File: src/rtl/pipeline_perf_monitor.sv
// pipeline_perf_monitor: saturating retire-side event counters with snapshot readout
// and a jump-to-self halt detector that freezes counting once the program parks.
module pipeline_perf_monitor #(
    parameter int CNT_W       = 32,
    parameter int HALT_THRESH = 3
) (
    input  logic             i_clk,
    input  logic             i_reset,
    input  logic             i_en,
    input  logic             i_clear,
    input  logic [31:0]      i_pc_debug,
    input  logic             i_insn_vld,
    input  logic             i_ctrl,
    input  logic             i_mispred,
    input  logic             i_snap_req,
    input  logic [2:0]       i_rd_sel,
    output logic             o_snap_vld,
    output logic [CNT_W-1:0] o_rd_data,
    output logic             o_halt,
    output logic [31:0]      o_halt_pc
);
    typedef enum logic {RUN, HALTED} state_t;
    localparam logic [3:0] THRESH = 4'(HALT_THRESH);

    state_t                  state_q, state_d;
    logic [4:0][CNT_W-1:0]   cnt_q, cnt_d, snap_q, snap_d;
    logic [3:0]              rep_q, rep_d;
    logic [31:0]             last_pc_q, last_pc_d, halt_pc_q, halt_pc_d;
    logic                    last_vld_q, last_vld_d, snap_vld_q, snap_vld_d;
    logic [4:0]              inc;

    always_comb begin
        // counter order: cyc, ret, ctl, mis, bub
        inc        = {!i_insn_vld, i_mispred, i_ctrl, i_insn_vld, 1'b1};
        state_d    = state_q;
        cnt_d      = cnt_q;
        rep_d      = rep_q;
        last_pc_d  = last_pc_q;
        last_vld_d = last_vld_q;
        halt_pc_d  = halt_pc_q;
        snap_vld_d = i_snap_req;
        snap_d     = i_snap_req ? cnt_q : snap_q;
        if (i_clear) begin
            cnt_d      = '0;
            rep_d      = '0;
            last_vld_d = 1'b0;
            state_d    = RUN;
        end else if (i_en && state_q == RUN) begin
            for (int k = 0; k < 5; k++)
                cnt_d[k] = (inc[k] && cnt_q[k] != '1) ? cnt_q[k] + 1'b1 : cnt_q[k];
            if (i_insn_vld) begin
                if (last_vld_q && i_pc_debug == last_pc_q) begin
                    rep_d = (rep_q == THRESH) ? rep_q : rep_q + 4'd1;
                end else begin
                    rep_d      = 4'd1;
                    last_pc_d  = i_pc_debug;
                    last_vld_d = 1'b1;
                end
                if (rep_d == THRESH) begin
                    state_d   = HALTED;
                    halt_pc_d = i_pc_debug;
                end
            end
        end
    end

    always_ff @(posedge i_clk or negedge i_reset) begin
        if (!i_reset) begin
            state_q    <= RUN;
            cnt_q      <= '0;
            snap_q     <= '0;
            rep_q      <= '0;
            last_pc_q  <= '0;
            last_vld_q <= 1'b0;
            halt_pc_q  <= '0;
            snap_vld_q <= 1'b0;
        end else begin
            state_q    <= state_d;
            cnt_q      <= cnt_d;
            snap_q     <= snap_d;
            rep_q      <= rep_d;
            last_pc_q  <= last_pc_d;
            last_vld_q <= last_vld_d;
            halt_pc_q  <= halt_pc_d;
            snap_vld_q <= snap_vld_d;
        end
    end

    always_comb begin
        case (i_rd_sel)
            3'd0:    o_rd_data = snap_q[0];
            3'd1:    o_rd_data = snap_q[1];
            3'd2:    o_rd_data = snap_q[2];
            3'd3:    o_rd_data = snap_q[3];
            3'd4:    o_rd_data = snap_q[4];
            3'd5:    o_rd_data = halt_pc_q[CNT_W-1:0];
            default: o_rd_data = '0;
        endcase
    end

    assign o_snap_vld = snap_vld_q;
    assign o_halt     = state_q == HALTED;
    assign o_halt_pc  = halt_pc_q;
endmodule

File: config.mk
export PLATFORM = sky130hd
export DESIGN_NAME = pipeline_perf_monitor
export DESIGN_NICKNAME = d
export VERILOG_FILES = /design/src/rtl/pipeline_perf_monitor.sv
export SDC_FILE = /design/constraint.sdc
export NUM_CORES = 1
export LEC_CHECK = 0
export ABC_AREA = 1
export BUFFER_PORTS_ARGS = -buffer_cell sky130_fd_sc_hd__buf_2
export CAP_MARGIN = 20
export CELL_PAD_IN_SITES_DETAIL_PLACEMENT = 1
export CELL_PAD_IN_SITES_GLOBAL_PLACEMENT = 1
export CORE_ASPECT_RATIO = 1.4
export CORE_MARGIN = 1.5
export CORE_UTILIZATION = 50
export CTS_CLUSTER_DIAMETER = 40
export DETAILED_ROUTE_END_ITERATION = 7
export PLACE_DENSITY = 0.83
export SLEW_MARGIN = 20
export SYNTH_ARGS = -nofsm -noshare
export SYNTH_HDL_FRONTEND = slang
export SYNTH_SLANG_ARGS = --single-unit
File: constraint.sdc
create_clock -name i_clk -period 4.9 [get_ports i_clk]
set_input_delay 0.49 -clock i_clk [delete_from_list [all_inputs] [get_ports i_clk]]
set_output_delay 0.49 -clock i_clk [all_outputs]
set_load 0.1 [all_outputs]
---- Word-level counts from Yosys, hierarchy flattened ----
Index checks and enable logic that the tools add are counted.
operators by class
  equality and inequality tests ........... 14
  add/subtract/negate cells ............... 6
  bitwise logic cells ..................... 3
  reductions and logical operators ........ 26
  mux-type cells .......................... 24
operators with widths
  operator                                                                number
  160-bit two-way mux                                                     2
  32-bit one-hot mux with 6 select lines                                  1
  32-bit by 1-bit adder with 32-bit output (second input constant)        5
  32-bit two-way mux                                                      5
  32-bit != test (second input constant)                                  5
  32-bit equality test                                                    1
  4-bit two-way mux                                                       8
  2-bit nonzero test                                                      8
  2-bit AND reduction                                                     6
  4-bit by 2-bit equality test with 1-bit output (second input constant)  2
  1-bit two-way mux                                                       8
  4-bit AND reduction                                                     2
  3-bit by 2-bit equality test with 1-bit output (second input constant)  2
  3-bit equality test (second input constant)                             2
  1-bit logical AND                                                       6
  3-bit AND reduction                                                     2
  4-bit by 1-bit adder with 4-bit output (second input constant)          1
  3-bit by 1-bit equality test with 1-bit output (second input constant)  1
  3-bit zero test                                                         1
  1-bit NOT                                                               3
  2-bit != test (second input constant)                                   1
  1-bit zero test                                                         1
storage, ports and cells
  logic and storage cells ................. 89
  output and inout port bits .............. 66
  register bits ........................... 391
  input port bits ......................... 43

---- Longest topological paths before layout ----
Gate-level depths: netlist of run 1.
  depth after elaboration ................. 11
  depth in mapped cells ................... 14
  depth with buffers taken out ............ 13

---- Worst setup path before layout of run 1 ----
Ideal clock, no wire load.
  kind .................................... in2out
  start point ............................. input port i_rd_sel[1]
  end point ............................... output port o_rd_data[9]
  stages .................................. 4
  required time ........................... 4.410 ns
  buffers on the path ..................... 1
  path slack .............................. 1.381 ns
  data arrival time ....................... 3.029 ns
  path through ............................ nor3_1 clkinv_1 clkbuf_1 o221ai_1
on the way
  cells in the longest elaborated chain, start to end .. 2
  elaborated cells between the ends (all ways) .. 7
  classes of those cells .................. 5 x eq/ne; 1 x mux; 1 x reduce/logical
ends and longest elaborated chain
  item                                               line  source
  start: declaration                                 16    input logic [2:0] i_rd_sel,
  3-bit equality test, or another cell as far along  90    case (i_rd_sel)
  32-bit one-hot mux with 6 select lines *           90
  end: declaration                                   18    output logic [CNT_W-1:0] o_rd_data,
Mark *: on every way between the ends. The rest lies on a longest branch, timed or not.

---- Worst setup path in the final report of run 1 ----
  start point ............................. input port i_rd_sel[2]
  end point ............................... output port o_rd_data[21]
The elaborated chain is that of the path after synthesis.

==> results.toml, run 1 <==
[synthesis]
synth_edf_count = 0
netlist_area_um2 = 20900
synthCells = 2742
syn_avg_cell_area_um2 = 7.64
ys_seq_area_share_pct = 46.7
yosys_warnings = 0
synth.distinct_cells = 43
async_reset_ff_share_pct = 100
ys_seq_elements = 391
syn_nets = 2791
synth-main-ff-cell = "dfrtp_1"

[final_layout]
final_nets = 2858
final_area_um2 = 23500
layout_commonest_cell = "nand2_1"
area_growth_syn_to_layout_pct = 12.4
drive_gt1_share_pct = 9.90
layout_common_cells = "717 x nand2_1, 391 x dfrtp_1, 307 x inv_1"

[power]
power.leakage_uw = 0.0105
p_per_area_nw_per_um2 = 336
max-vdd-ir-drop_mv = 0.286

[timing]
slew_viol_final = 0
min_period_ns = 3.35
post-route-period-util_pct = 68.3
tns_ns = 0
slew_headroom_pct = 35.3
finalClockSkew_ns = 0.0161
fmax_mhz = 299
final_hold_viol_count = 0
worst_pin_slew_ns = 0.970
setup_viol_count_final = 0
grt_setup_unrepaired = "false"

[setup_path]
worstSetupPathType = "in2out"
critPathLaunchType = "input port"
cp_max_fo = 18
critPathCaptureType = "primary output"
worstPathRequired_ns = 4.41
arrival_ns = 2.86

[grt]
grt_antenna_before_repair = 2
grtUsageMet1_pct = 45.6
grt_pass1_wl_um = 126000
grt_pass1_vias = 21400
use_met3_pct = 7.14
grtUsageMet2_pct = 67.8
overflow = 0
top_usage_layer = "met2"
grt.total_usage_pct = 38.8
grt_start_max_net_pins = 161

[die]
pin_count = 109
dieArea_um2 = 43100
initial_core_util_pct = 50.7
core_um2 = 41300
dieWidth_um = 176
die_y_um = 245
rows = 88

[clock_tree]
ctsResizeCount = 0
path_clk_slew_ns = 0.06
cts_tree = "built"
cts-root-buf = "clkbuf_16"
cts-htree-levels = 2
insertion_delay_ns = 0.61
numCtsBuffers = 52
clock-sinks = 391
cts.path.max_buffers = 3

[drt]
dr.pass1.iters = 6
routed_wirelength_um = 82000
drt-initial-drc-count = 1582
vias = 20300
ant_nets = 0
wl_per_cell_um = 24.2
avgViaCountPerCell = 5.99
post-route-drc-count = 0

[placed_design]
place_congestion = 0.975
post_dp_cell_area_um2 = 21800
numPortBuffers = 108
place_hpwl_um = 61100

[worst_hold_path]
hp-class = "in2reg"

[run_status]
status = "complete, no violations"

[run]
maxCapViolCount = 0
cells by family after synthesis:
family	share of synthesized area, %
AND/OR/NAND/NOR	28.0
adder cells (fa/ha/maj)	0.358
AO/OA/AOI/OAI	12.0
XOR/XNOR	3.93
multiplexers	0.753
flip-flops	46.7
buffers and inverters	8.26
critical path, cell delays in order:
cell and delay, ns:
buf_2 0.16, inv_1 0.09, nand2_1 0.57, inv_1 0.44
a221oi_1 0.48, o211ai_1 0.25, buf_2 0.36
power by group:
| part | switching [µW] | total, µW | internal (µW) |
|---|---|---|---|
| clock | 1610 | 3760 | 2150 |
| sequential | 110 | 3450 | 3340 |
| combinational | 545 | 702 | 157 |
| total | 2270 | 7910 | 5640 |
flip-flops by register name, indices dropped and copies added, names as in the netlist:
signal,count
rep_q,4
cnt_q,160
o_halt_pc,32
o_halt,1
o_snap_vld,1
last_vld_q,1
last_pc_q,32
snap_q,160
cell type report:
class                           count  area, µm²
Antenna cell                        1       2.50
Clock buffer                       63       1410
Clock inverter                     31        268
Fill cell                        5183      17800
Inverter                          314       1180
Multi-Input combinational cell   1921       9450
Sequential cell                   391       9780
Tap cell                          540        676
Timing Repair Buffer              129        759
what timing repair did:
item                                   CTS  global route
setup buffers                            0             0
hold buffers                             1             0
endpoints found under the hold margin   92             0
setup endpoints to repair                0             0
routing by layer:
layer / wire length, µm / up-vias / part of all wire (%)
met5: 0 / - / 0
met4: 4450 / 0 / 5.4
met3: 5300 / 212 / 6.5
met2: 41100 / 771 / 50
met1: 31200 / 10200 / 38
li1: - / 9098 / -
final timing paths:
check / from / endpoint / slack, ns / depth (start not counted)
min in group asynchronous: i_reset / snap_q[147] / 0.51 / 2
hold reg to reg: last_pc_q[19] / last_pc_q[19] / 0.49 / 2
max in group asynchronous: i_reset / cnt_q[93] / 3.27 / 3
hold / removal: i_pc_debug[2] / last_pc_q[2] / 0.16 / 3
setup reg to reg: cnt_q[0] / cnt_q[11] / 1.67 / 10
setup / recovery: i_rd_sel[2] / o_rd_data[21] / 1.55 / 7
synth_stat cells, types with 2 or more instances:
| master | count | area share, % |
|---|---|---|
| o211ai_1 | 16 | 0.57 |
| nand2_2 | 6 | 0.18 |
| nor2_1 | 304 | 5.4 |
| xnor2_1 | 21 | 0.88 |
| o22ai_1 | 7 | 0.21 |
| nand2_4 | 3 | 0.16 |
| mux2_2 | 14 | 0.75 |
| nor2_4 | 2 | 0.11 |
| xor2_1 | 73 | 3.1 |
| o31ai_1 | 34 | 1.2 |
| o21ai_1 | 42 | 1.0 |
| o21bai_1 | 2 | 0.072 |
| nand3_1 | 160 | 3.8 |
| o2111ai_1 | 4 | 0.17 |
| o221ai_1 | 11 | 0.46 |
| nand4_1 | 65 | 1.9 |
| a221oi_1 | 28 | 1.2 |
| nor3_1 | 91 | 2.2 |
| a21oi_1 | 85 | 2.0 |
| dfrtp_1 | 391 | 47 |
| nor2_2 | 7 | 0.21 |
| inv_2 | 5 | 0.090 |
| nand2_1 | 718 | 13 |
| ha_1 | 6 | 0.36 |
| nor3b_1 | 4 | 0.14 |
| a22oi_1 | 24 | 0.86 |
| and3_1 | 2 | 0.060 |
| buf_2 | 21 | 0.50 |
| nand3b_1 | 6 | 0.22 |
| o21ai_2 | 11 | 0.46 |
| nand3_2 | 2 | 0.096 |
| clkbuf_1 | 68 | 1.2 |
| buf_4 | 8 | 0.29 |
| inv_1 | 308 | 5.5 |
| buf_1 | 11 | 0.20 |
| buf_6 | 8 | 0.43 |
| o21ai_0 | 155 | 3.7 |
| or2_2 | 4 | 0.12 |
| nor4_1 | 8 | 0.24 |
| nor3_2 | 4 | 0.19 |
per-stage QoR:
| stage | cells | hold WS, ns | utilization (%) | total power (µW) | setup slack [ns] |
|---|---|---|---|---|---|
| global route | 3389 | 0.157 | 57.0 | 8130 | 1.47 |
| finish | 3390 | 0.163 | 57.0 | 7910 | 1.55 |
| detailed placement | 3294 | 0.469 | 52.9 | 4190 | 1.55 |
| floorplan | 2742 | 0.194 | - | 3900 | 1.38 |
| CTS | 3389 | 0.140 | 57.0 | 7940 | 1.55 |
| global placement | 3294 | 0.479 | 52.9 | 4160 | 1.66 |
Power figures use the tool's default switching activity.
==> run 2: changes to the inputs <==
Settings changed: CORE_UTILIZATION 50 to 42, PLACE_DENSITY 0.83 to 0.74.
Clock period 4.9 ns to 2.76 ns, I/O delays scaled along.
==> run 2 against run 1 <==
- routed wire length increased by 3.1%
- cell area increased by 6.6%
- sequential share of layout area decreased by 2.6 points
- clock skew increased by 0.0077 ns
- critical endpoint is now o_rd_data[11]
- sequential power increased by 77%
- via count decreased by 1.1%
- combinational power increased by 98%
- highest routed layer unchanged
- utilization decreased by 5.9 points
- die area increased by 19%
- final cell count increased by 5.4%
- critical path depth decreased by 2
==> results.toml, run 2 (synthesis gave the netlist of run 1 again) <==
[drt]
avgViaCountPerCell = 5.62
wl_per_cell_um = 23.7
routed_wirelength_um = 84600
ant_nets = 0
drt-initial-drc-count = 1078
post-route-drc-count = 0
vias = 20100
dr.pass1.iters = 6

[timing]
worst_pin_slew_ns = 0.764
final_hold_viol_count = 0
grt_setup_unrepaired = "false"
post-route-period-util_pct = 96.6
tns_ns = 0
hold_ws_ns = 0.0276
slew_headroom_pct = 49.1
setup_viol_count_final = 0
slew_viol_final = 0
finalClockSkew_ns = 0.0238
fmax_mhz = 375
min_period_ns = 2.67
setup_ws_ns = 0.0948

[grt]
grt_start_max_net_pins = 94
grt_pass1_vias = 21400
top_usage_layer = "met2"
use_met3_pct = 4.84
grtUsageMet2_pct = 59.2
overflow = 0
grt_pass1_wl_um = 129000
grt.total_usage_pct = 33.7
grtUsageMet1_pct = 40.4
grt_antenna_before_repair = 0

[clock_tree]
clock-sinks = 391
insertion_delay_ns = 0.63
cts_tree = "built"
cts-root-buf = "clkbuf_16"
cts-htree-levels = 2
path_clk_slew_ns = 0.05
cts_setup_buffers = 0
cts.path.max_buffers = 3
numCtsBuffers = 59

[die]
initial_core_util_pct = 42.6
pin_count = 109
rows = 96
dieArea_um2 = 51200
core_um2 = 49100
die_y_um = 267
dieWidth_um = 192

[power]
fin_total_pwr_uw = 15400
max-vdd-ir-drop_mv = 0.536
power.leakage_uw = 0.0111
p_seq_share_pct = 39.6
pwr-share-clk_pct = 51.5
p_comb_share_pct = 9.0
p_int_uw = 11200
power_switching_uw = 4230
switching_share_pct = 27.4
p_per_area_nw_per_um2 = 616

[final_layout]
drive_gt1_share_pct = 11.7
final_nets = 2937
antenna_cells = 0
layout_commonest_cell = "nand2_1"
layout_common_cells = "717 x nand2_1, 391 x dfrtp_1, 307 x inv_1"
stdcell_count = 3572
reg.largest.list = "cnt_q x160, snap_q x160"
area_growth_syn_to_layout_pct = 19.8

[worst_hold_path]
hp-class = "in2reg"
hold_path_end = "last_pc_q[20]"
hold_start = "i_pc_debug[20]"
min_delay_path_depth = 3

[placed_design]
place_hpwl_um = 63800
dp.cells = 3432
place_congestion = 0.941
numPortBuffers = 108
place_ws_ns = -0.0151

[run_status]
status = "complete, no violations"

[setup_path]
crit-reg2reg-capture = "cnt_q[115]"
cp_max_fo = 2
ff2ff_path_depth = 11
worstPathRequired_ns = 2.48
critPathCaptureType = "primary output"
arrival_ns = 2.39
r2r_start = "cnt_q[96]"
reg2reg_slack_ns = 0.23
worstSetupPathType = "reg2out"
critPathLaunchType = "register"

[run]
maxCapViolCount = 0
-- run 2: final cells by class --
type / count / area [µm²]
clock buffers: 72 / 1620
clock inverters: 36 / 468
fillers: 5983 / 24000
inverters: 314 / 1180
multi-input cells: 1921 / 9490
flip-flops and latches: 391 / 9780
well taps: 637 / 797
repair buffers: 201 / 1740
-- run 2: through the flow --
| stage | utilization, % | instance area [µm²] |
|---|---|---|
| final | 51.1 | 25100 |
| after floorplan | - | 21000 |
| after CTS | 51.0 | 25100 |
| after global routing | 51.1 | 25100 |
| after detailed placement | 46.1 | 22600 |
| after global placement | 46.1 | 22600 |
-- run 2: worst max path at each step --
stage,cells past startpoint,endpoint,slack [ns],startpoint
finish,5,o_rd_data[11],0.09,snap_q[139]
global route,11,cnt_q[136],0.08,cnt_q[128]
CTS,6,o_rd_data[10],0.02,o_halt_pc[10]
detailed placement,8,o_rd_data[19],-0.02,i_rd_sel[1]
global placement,8,o_rd_data[18],-0.11,i_rd_sel[1]
floorplan,5,o_rd_data[16],0.04,i_rd_sel[1]
-- run 2: worst max-delay path, stage by stage, from the launching register on --
cell and delay, ns:
dfrtp_1 0.36, inv_1 0.11, nor2_1 0.08, a221oi_1 0.55, o211ai_1 0.38, buf_12 0.28
-- run 2: layer usage --
metal	vias to the layer above	wire length, µm	part of all wire, %
li1	9242	-	-
met1	10100	33900	40
met2	537	42600	50
met3	171	3730	4.4
met4	0	4320	5.1
met5	-	0	0
-- run 2: what timing repair did --
| action | 4_1_cts | 5_1_grt |
|---|---|---|
| endpoints found under the hold margin | 120 | 0 |
| hold buffers | 32 | 0 |
| gates resized for setup | 3 | 3 |
| setup endpoints to repair | 3 | 4 |
-- run 2: power groups by stage --
stage / Combinational, µW / Sequential, µW / Clock, µW
finish: 1390 / 6110 / 7950
global route: 1510 / 6130 / 8300
CTS: 1380 / 6110 / 8060
detailed placement: 1340 / 6200 / 0
global placement: 1310 / 6190 / 0
floorplan: 790 / 6130 / 0
